==> src/rtl/mult_datapath.sv <==
// ---------------------------------------------------------------------------
// mult_datapath
//   Radix-2 shift-add multiplier datapath driven by an external control FSM.
//   The X and Y operands are captured from a shared bus on load strobes.
//   op_en starts a WIDTH-iteration multiply. A one-cycle done pulse follows,
//   and the product is held in a register.
//
//   Build option: `MULT_SIGNED_EN
//     defined   : two's complement operands; magnitude/sign datapath built;
//                 error flags a -2^(WIDTH-1) operand
//     undefined : unsigned operands; error tied low
//
// Ports
//   clk, rst   : clock, asynchronous active-high reset
//   data_in    : shared operand bus (WIDTH)
//   load_x/y   : capture data_in into X / Y
//   op_en      : single-cycle start strobe (ignored unless idle)
//   error      : operand pair invalid (combinational from X/Y)
//   done       : one-cycle pulse, result valid
//   busy       : iterations in progress
//   result     : 2*WIDTH product, held until next completion
// ---------------------------------------------------------------------------
module mult_datapath #(
  parameter int WIDTH = 16
) (
  input  logic               clk,
  input  logic               rst,
  input  logic [WIDTH-1:0]   data_in,
  input  logic               load_x,
  input  logic               load_y,
  input  logic               op_en,
  output logic               error,
  output logic               done,
  output logic               busy,
  output logic [2*WIDTH-1:0] result
);
  localparam int PW = 2 * WIDTH;
  localparam int CW = $clog2(WIDTH + 1);

  typedef enum logic [1:0] {IDLE, RUN, FINISH} state_t;

  state_t           state;
  logic [WIDTH-1:0] x_q, y_q;
  logic [PW-1:0]    m_q, a_q;
  logic [WIDTH-1:0] q_q;
  logic [CW-1:0]    cnt_q;

  logic [WIDTH-1:0] x_mag, y_mag;
  logic [PW-1:0]    a_next, prod;

  // One iteration's accumulate; also the final sum on the last edge.
  assign a_next = q_q[0] ? a_q + m_q : a_q;

`ifdef MULT_SIGNED_EN
  localparam logic [WIDTH-1:0] MOST_NEG = {1'b1, {(WIDTH-1){1'b0}}};
  logic s_q;
  logic sgn;

  assign x_mag = x_q[WIDTH-1] ? (~x_q + 1'b1) : x_q;
  assign y_mag = y_q[WIDTH-1] ? (~y_q + 1'b1) : y_q;
  assign sgn   = x_q[WIDTH-1] ^ y_q[WIDTH-1];
  // The most negative value has no positive magnitude in WIDTH bits.
  assign error = (x_q == MOST_NEG) || (y_q == MOST_NEG);
  assign prod  = s_q ? (~a_next + 1'b1) : a_next;
`else
  assign x_mag = x_q;
  assign y_mag = y_q;
  assign error = 1'b0;
  assign prod  = a_next;
`endif

  always_ff @(posedge clk or posedge rst) begin
    if (rst) begin
      state  <= IDLE;
      x_q    <= '0;
      y_q    <= '0;
      m_q    <= '0;
      a_q    <= '0;
      q_q    <= '0;
      cnt_q  <= '0;
      result <= '0;
      done   <= 1'b0;
      busy   <= 1'b0;
`ifdef MULT_SIGNED_EN
      s_q    <= 1'b0;
`endif
    end else begin
      // Operand capture is independent of the FSM; RUN uses private copies.
      if (load_x) x_q <= data_in;
      if (load_y) y_q <= data_in;

      case (state)
        IDLE: begin
          done <= 1'b0;
          busy <= 1'b0;
          if (op_en) begin
            m_q   <= {{WIDTH{1'b0}}, x_mag};
            q_q   <= y_mag;
            a_q   <= '0;
            cnt_q <= CW'(WIDTH);
`ifdef MULT_SIGNED_EN
            s_q   <= sgn;
`endif
            busy  <= 1'b1;
            state <= RUN;
          end
        end
        RUN: begin
          a_q   <= a_next;
          m_q   <= m_q << 1;
          q_q   <= q_q >> 1;
          cnt_q <= cnt_q - 1'b1;
          // On the last iteration, store the completed sum directly.
          if (cnt_q == CW'(1)) begin
            result <= prod;
            busy   <= 1'b0;
            done   <= 1'b1;
            state  <= FINISH;
          end
        end
        FINISH: begin
          done  <= 1'b0;
          state <= IDLE;
        end
        default: begin
          done  <= 1'b0;
          busy  <= 1'b0;
          state <= IDLE;
        end
      endcase
    end
  end

endmodule

==> config.mk <==
export PLATFORM = sky130hd
export DESIGN_NAME = mult_datapath
export DESIGN_NICKNAME = d
export VERILOG_FILES = /design/src/rtl/mult_datapath.sv
export SDC_FILE = /design/constraint.sdc
export NUM_CORES = 1
export LEC_CHECK = 0
export ABC_CLOCK_PERIOD_IN_PS = 6100
export BUFFER_PORTS_ARGS = -buffer_cell sky130_fd_sc_hd__buf_2
export CORE_MARGIN = 4
export CORE_UTILIZATION = 54
export CTS_CLUSTER_DIAMETER = 30
export DETAILED_ROUTE_END_ITERATION = 8
export HOLD_SLACK_MARGIN = 0.1
export MAX_ROUTING_LAYER = met4
export PLACE_DENSITY = 0.71
export SLEW_MARGIN = 20
export SYNTH_ARGS = -nofsm -noshare
export SYNTH_HDL_FRONTEND = slang
export SYNTH_SLANG_ARGS = --single-unit
==> constraint.sdc <==
create_clock -name clk -period 6.1 [get_ports clk]
set_input_delay 0.915 -clock clk [delete_from_list [all_inputs] [get_ports clk]]
set_output_delay 0.915 -clock clk [all_outputs]
set_load 0.05 [all_outputs]
== Word-level counts from Yosys, hierarchy flattened ==
Index checks and enable logic that the tools add are counted.
W data, S select, Z words.

* $add $sub $neg: 2
* Equal/unequal tests: 5
* Mux-type cells: 17
* Bitwise logic cells: 1
* Reduce and logical (&&, ||, !) cells: 6

{| class="wikitable"
|+ Operators with widths
! cell !! number
|-
| $pmux W32 S2 || 2
|-
| $mux W32 || 3
|-
| $add A32 B32 Y32 || 1
|-
| $pmux W16 S2 || 1
|-
| $mux W16 || 1
|-
| $pmux W5 S2 || 1
|-
| $reduce_and A2 Y1 || 4
|-
| $eq A5 B1 Y1 const B || 1
|-
| $mux W5 || 1
|-
| $sub A5 B1 Y5 const B || 1
|-
| $mux W1 || 4
|-
| $mux W2 || 2
|-
| $ne A2 B2 Y1 const B || 2
|-
| $pmux W2 S2 || 1
|-
| $pmux W1 S3 || 1
|-
| $eq A2 B1 Y1 const B || 1
|-
| $eq A2 B2 Y1 const B || 1
|-
| $logic_not A2 Y1 || 1
|-
| $reduce_bool A2 Y1 || 1
|-
| $not A1 Y1 || 1
|}

* Register bits: 153
* Input port bits: 21
* Output and inout port bits: 35
* Word-level logic and storage cells: 41

== Longest topological paths before layout ==
Gate-level depths: netlist (run 1).

* Depth after elaboration: 3
* Depth in mapped cells: 11

== Worst setup path after synthesis (run 1) ==
Ideal clock, no wire load.

* Kind: reg-to-reg
* Start: reg m_q[0]
* End: reg result[28]
* Library setup time: 0.124 ns
* Arrival: 2.787 ns
* Required time: 5.976 ns
* Path slack: 3.189 ns
* Cell stages (with the launch flop): 12
* Clock period less this slack: 2.911 ns
* Cell sequence: dfrtp_1 -> ha_1 -> fa_1 -> a21o_1 -> a221oi_2 -> o21ai_2 -> a41oi_2 -> o21ai_1 -> a41oi_1 -> o31ai_2 -> mux2i_1 -> a211o_1

* Word-level cells in the longest chain between the ends: 2

{| class="wikitable"
|+ RTL lines
! what !! line !! text
|-
| start, declared || 44 || <nowiki>logic [PW-1:0] m_q, a_q;</nowiki>
|-
| start signal, assigned || 97 || <nowiki>m_q <= {{WIDTH{1'b0}}, x_mag};</nowiki>
|-
| start signal, assigned || 110 || <nowiki>m_q <= m_q << 1;</nowiki>
|-
| $add A32 B32 Y32 || 52 || <nowiki>assign a_next = q_q[0] ? a_q + m_q : a_q;</nowiki>
|-
| $mux W32 || 52 ||
|-
| end signal, assigned || 115 || <nowiki>result <= prod;</nowiki>
|-
| end, declared || 35 || <nowiki>output logic [2*WIDTH-1:0] result</nowiki>
|}

No other way between the ends.
A chain may end at the register's enable or synchronous reset.

== Worst setup path in the final report (run 1) ==
Ends and elaborated chain as after synthesis.

==> impl_metrics.json, run 1 <==
{
  "antenna_found_initial": 0,
  "fin_area_sq_um": 8790,
  "clkSlewWorstSetupHoldPaths_ns": 0.06,
  "synth_top_family_by_area": "compound AO/OA/AOI/OAI gates",
  "nFillCells": 1155,
  "dieArea_sq_um": 16600,
  "status": "finished clean",
  "grt_pass1_wl_mm": 29.4,
  "die_h_microns": 129,
  "start_util_pct": 55.8,
  "period_share_pct": 54.1,
  "muxShareOfSynthArea_pct": 8.01,
  "drt_pass1_iterations": 5,
  "via_per_inst": 6.11,
  "clock_latency_ns": 0.43,
  "place.gp.congestion": 0.875,
  "numCtsBuffers": 17,
  "yosys_warnings": 0,
  "met2_wirelength_mm": 8.01,
  "worst-setup-path-type": "reg2reg",
  "yosysTopAreaCell": "dfrtp_1",
  "setup_viol": 0,
  "clk_path_buf_depth": 2,
  "layout-drive-gt1-share_pct": 17.5,
  "yosysSeqAreaShare_pct": 48.6,
  "power_density_nw_per_um2": 528,
  "root_buffer": "clkbuf_16",
  "rsz0062_at_grt": "no",
  "top_layer_used": "met4",
  "cts_tree": "built",
  "fmax_mhz": 303,
  "cp_max_fo": 4,
  "ys_types": 61,
  "postPlaceCellArea_sq_um": 8220,
  "totalWireLength_mm": 17.5,
  "worstPathArrival_ns": 3.61,
  "fin_crit_ns": 3.30,
  "worst_path_largest_cell_delay_ns": 0.49,
  "overflow": 0,
  "cts_resized": 0,
  "multi_input_area_sq_um": 3800,
  "core_sq_um": 14100,
  "dr_wl_met3_microns": 877,
  "whs_ns": 0.469,
  "finalMaxSlewViolations": 0,
  "syn2layout_area_growth_pct": 11.7,
  "drc_errors": 0,
  "ir_drop_v": 0.000269,
  "reg2reg_depth": 11,
  "drt_iter0_drc": 486,
  "synth_fa_ha_area_share_pct": 5.50,
  "leakagePower_uw": 0.00408,
  "ant_nets": 0,
  "clkSinkCount": 153,
  "hold_path_depth": 2,
  "portBuffers": 54,
  "slew_headroom_pct": 28.4,
  "synth.net_count": 811,
  "die_x_microns": 129,
  "synth_cells": 756,
  "routedWlPerCell_microns": 17.9,
  "yosys-top-cells-area": "dfrtp_1 49%, ha_1 5.2%, o21ai_0 4.6%",
  "final-hold-violation-count": 0,
  "final-seq-area_sq_um": 3830,
  "start_kind": "flip-flop",
  "async_flop_share_pct": 100,
  "fin_setup_tns_ns": 0,
  "crit_required_ns": 6.41,
  "final_nets": 838,
  "rows": 43,
  "post-cts-setup-buffers": 0,
  "dpl.hpwl_mm": 11.9,
  "yosys.area_share.simple_pct": 9.49,
  "synthXorXnorAreaFrac_pct": 3.45,
  "yosys_register_bits": 153,
  "ys.flop_type": "dfrtp_1",
  "boundaryPins": 56,
  "h-tree-depth": 4,
  "path_cells": "ha_1 > fa_1 > a21o_1 > a221oi_2 > o21ai_2 > a41oi_2 > o21ai_1 > a41oi_1 > o31ai_2 > mux2i_1 > a211o_1",
  "grt_pass1_vias": 5844,
  "cap_violations": 0,
  "vias": 5958,
  "hold_path_class": "reg2reg",
  "avgSynthCellArea_sq_um": 10.4,
  "synth_edf_count": 0,
  "wl_met1_mm": 8.25,
  "grt_max_degree": 99,
  "grtUsageTotal_pct": 23.0,
  "cpMaxStageDelayCell": "a221oi_2",
  "antenna_cells": 0,
  "synth-compound-area-share_pct": 21.6,
  "end_kind": "flip-flop",
  "syn_area_sq_um": 7870,
  "synth_top_area_share_pct": 48.6,
  "worstMarginPinSlew_ns": 1.07,
  "fin_worst_skew_ns": 0.0121,
  "ctsHoldBuffers": 0
}
==> per-stage QoR <==
step | setup slack [ns] | std cells | total power (uW) | utilization (%)
floorplan | 1.06 | 756 | 3130 | -
global route | 2.70 | 975 | 4950 | 62.4
finish | 2.80 | 975 | 4640 | 62.4
global placement | 2.95 | 944 | 3560 | 58.3
CTS | 2.84 | 975 | 4660 | 62.4
detailed placement | 2.84 | 944 | 3630 | 58.3
==> layout by cell type (no fill, tap or decap), types with 9 or more instances in the layout <==
master     instances
clkbuf_16         17
a22oi_1           30
dfrtp_1          152
mux2i_1           27
a21oi_1           34
xnor2_1           24
buf_2             54
o21ai_0           73
ha_1              33
o21ai_1           15
a22o_1            41
nor2_1            28
a21o_1            15
mux2_2            32
nand2_1           87
inv_1              9
==> path summary, 6_finish.rpt <==
kind,start,end,slack (ns)
min in group asynchronous,rst,y_mag[4],0.65
max reg2reg,m_q[0],result[28],2.80
min reg2reg,result[12],result[12],0.47
min,result[12],result[12],0.47
max in group asynchronous,rst,result[24],4.21
max,m_q[0],result[28],2.80
==> critical path, delay by kind of cell, from the launching register on <==
kind | cells | cell delay (ns)
AO/OA/AOI/OAI | 8 | 1.97
adder cells (fa/ha/maj) | 2 | 0.67
flip-flops | 1 | 0.41
multiplexers | 1 | 0.14
==> synthesized netlist by cell type (4+ instances only) <==
| library cell | n |
|---|---|
| nand3_1 | 7 |
| nor2b_1 | 5 |
| xor2_1 | 7 |
| mux2_2 | 32 |
| nand2_1 | 87 |
| inv_1 | 10 |
| a21oi_1 | 34 |
| mux2i_1 | 27 |
| o21a_1 | 4 |
| o21ai_0 | 73 |
| dfrtp_1 | 153 |
| a211o_1 | 4 |
| nor2_1 | 28 |
| ha_1 | 33 |
| nand4_1 | 8 |
| xnor2_1 | 24 |
| o21ai_1 | 16 |
| a22oi_1 | 30 |
| a21o_1 | 15 |
| clkbuf_1 | 46 |
| a22o_1 | 41 |
| nand2b_1 | 4 |
| and3_1 | 4 |
==> registers in the layout (all words and copies together) (netlist names), 2 cells and up <==
register and cells:
x_mag 16, result 32, cnt_q 5, m_q 32
a_q 32, q_q 16, y_mag 16, state 2
==> power breakdown <==
part / switching (uW) / internal (uW)
Combinational: 1320 / 701
Clock: 413 / 613
Sequential: 254 / 1340
==> metal layers <==
| metal | track usage, % | vias up |
|---|---|---|
| li1 | - | 2804 |
| met1 | 31.5 | 2954 |
| met2 | 34.2 | 169 |
| met3 | 5.35 | 31 |
| met4 | 7.23 | 0 |
| met5 | - | - |
==> layout make-up <==
cell class | count | share of cell area, %
Sequential cell | 153 | 43.5
Multi-Input combinational cell | 539 | 43.2
Clock buffer | 21 | 5.12
Timing Repair Buffer | 62 | 3.76
Tap cell | 180 | 2.56
Clock inverter | 10 | 1.35
Inverter | 10 | 0.484
==> cells by family (layout without fill, tap and decap cells) <==
group,after synthesis,after routing
simple gates,163,163
buf+inv,64,103
xor+xnor,31,31
fa+ha+maj,34,34
compound gates,251,251
flops,153,153
other cells,1,1
mux,59,59
(Power assumes the default switching activity.)
==> run 2, diff against run 1 <==
--- a/config.mk
+++ b/config.mk
@@ -5,7 +5,7 @@
 export SDC_FILE = /design/constraint.sdc
 export NUM_CORES = 1
 export LEC_CHECK = 0
-export ABC_CLOCK_PERIOD_IN_PS = 6100
+export ABC_CLOCK_PERIOD_IN_PS = 3300
 export BUFFER_PORTS_ARGS = -buffer_cell sky130_fd_sc_hd__buf_2
 export CORE_MARGIN = 4
 export CORE_UTILIZATION = 54
==> constraint.sdc (replaced) <==
create_clock -name clk -period 3.3 [get_ports clk]
set_input_delay 0.495 -clock clk [delete_from_list [all_inputs] [get_ports clk]]
set_output_delay 0.495 -clock clk [all_outputs]
set_load 0.05 [all_outputs]
==> impl_metrics.json, run 2 (same netlist as run 1, synthesis figures left out) <==
{
  "drc_errors": 0,
  "boundaryPins": 56,
  "die_h_microns": 129,
  "syn2layout_area_growth_pct": 12.8,
  "die_x_microns": 129,
  "p_seq_share_pct": 34.5,
  "worst-setup-path-type": "reg2reg",
  "clkSinkCount": 153,
  "totalWireLength_mm": 18.0,
  "final-hold-violation-count": 0,
  "postPlaceCellArea_sq_um": 8310,
  "routedWlPerCell_microns": 18.3,
  "fin_area_sq_um": 8880,
  "grt_max_degree": 59,
  "via_per_inst": 6.10,
  "setup_viol": 0,
  "layout_setup_ws_ns": 0.152,
  "overflow": 0,
  "rsz0062_at_grt": "no",
  "instances_no_fill": 986,
  "fin_setup_tns_ns": 0,
  "pre_cts_slack_ns": 0.141,
  "post-cts-setup-buffers": 0,
  "power_density_nw_per_um2": 972,
  "layout_commonest_cell": "dfrtp_1",
  "largestRegisters": "a_q x32, m_q x32, result x32",
  "drt_iter0_drc": 425,
  "fmax_mhz": 318,
  "core_sq_um": 14100,
  "mostFrequentLayoutCells": "152 x dfrtp_1, 87 x nand2_1, 73 x o21ai_0",
  "ant_nets": 0,
  "fin_crit_ns": 3.15,
  "slew_headroom_pct": 33.2,
  "hold_path_class": "in2async",
  "rows": 43,
  "start_kind": "flip-flop",
  "fin_worst_skew_ns": 0.0108,
  "cts_resized": 0,
  "h-tree-depth": 4,
  "clk_path_buf_depth": 2,
  "leakagePower_uw": 0.00413,
  "root_buffer": "clkbuf_16",
  "clkSlewWorstSetupHoldPaths_ns": 0.06,
  "crit_required_ns": 3.66,
  "final_nets": 848,
  "ctsHoldBuffers": 0,
  "ir_drop_v": 0.000573,
  "whs_ns": 0.221,
  "clock_latency_ns": 0.44,
  "cp_top_family": "compound AO/OA/AOI/OAI gates",
  "grt_pass1_vias": 6114,
  "intPower_uw": 4870,
  "dpl.cell_count": 954,
  "worst_path_most_repeated_cell": "a221oi_2",
  "dieArea_sq_um": 16600,
  "worstMarginPinSlew_ns": 1.00,
  "worstPathArrival_ns": 3.51,
  "grt_pass1_wl_mm": 30.1,
  "pwr-share-comb_pct": 43.9,
  "portBuffers": 54,
  "vias": 6013,
  "cts_tree": "built",
  "worst_path_largest_cell_delay_ns": 0.42,
  "cap_violations": 0,
  "finalMaxSlewViolations": 0,
  "clkPwrFrac_pct": 21.7,
  "status": "finished clean",
  "numCtsBuffers": 17,
  "switchingPower_uw": 3760,
  "grtUsageTotal_pct": 23.5,
  "dpl.hpwl_mm": 12.7,
  "period_share_pct": 95.4,
  "drt_pass1_iterations": 6,
  "cp_max_fo": 5,
  "antenna_found_initial": 0,
  "antenna_cells": 0,
  "path_cells": "ha_1 > fa_1 > a21o_1 > a221oi_2 > buf_4 > o2111ai_1 > nand2_1 > o311ai_1 > a221oi_2 > xnor2_1 > mux2i_1 > a21oi_1",
  "place.gp.congestion": 0.858,
  "critical_path_buf_inv_count": 1,
  "layout-drive-gt1-share_pct": 18.9,
  "end_kind": "flip-flop",
  "start_util_pct": 55.8,
  "p_sw_share_pct": 43.6,
  "cpMaxStageDelayCell": "fa_1"
}
[run 2: final timing paths]
check | slack [ns] | end | startpoint | cells past startpoint
min in group clk | 0.31 | x_mag[3] | data_in[3] | 2
min | 0.22 | result[5] | rst | 2
max reg2reg | 0.15 | result[30] | m_q[0] | 12
max | 0.15 | result[30] | m_q[0] | 12
min reg2reg | 0.47 | result[8] | result[8] | 2
max in group asynchronous | 2.31 | cnt_q[3] | rst | 3
[run 2: final cells by class]
cell class	count	area, sq um
fillers	1152	5220
flip-flops and latches	153	3830
multi-input cells	539	3800
clock buffers	20	447
repair buffers	72	418
well taps	180	225
clock inverters	12	113
inverters	10	41.3
[run 2: metrics by stage]
stage	total power (uW)	util (%)
finish	8630	63.0
global route	9190	63.0
CTS	8640	62.9
detailed placement	6760	58.9
global placement	6620	58.9
floorplan	5780	-
[run 2: per-layer routing]
layer | up-vias | global-route usage, % | wire length [microns]
li1 | 2832 | - | -
met1 | 2994 | 30.5 | 8310
met2 | 146 | 36.5 | 8500
met3 | 41 | 5.35 | 773
met4 | 0 | 8.46 | 448
met5 | - | - | 0
[run 2: power by group through the flow]
stage               sequential [uW]  combinational [uW]  clock (uW)
floorplan                      3360                2430           0
global placement               2970                3660           0
detailed placement             3000                3760           0
CTS                            2970                3780        1900
global route                   3050                4160        1980
finish                         2970                3790        1870
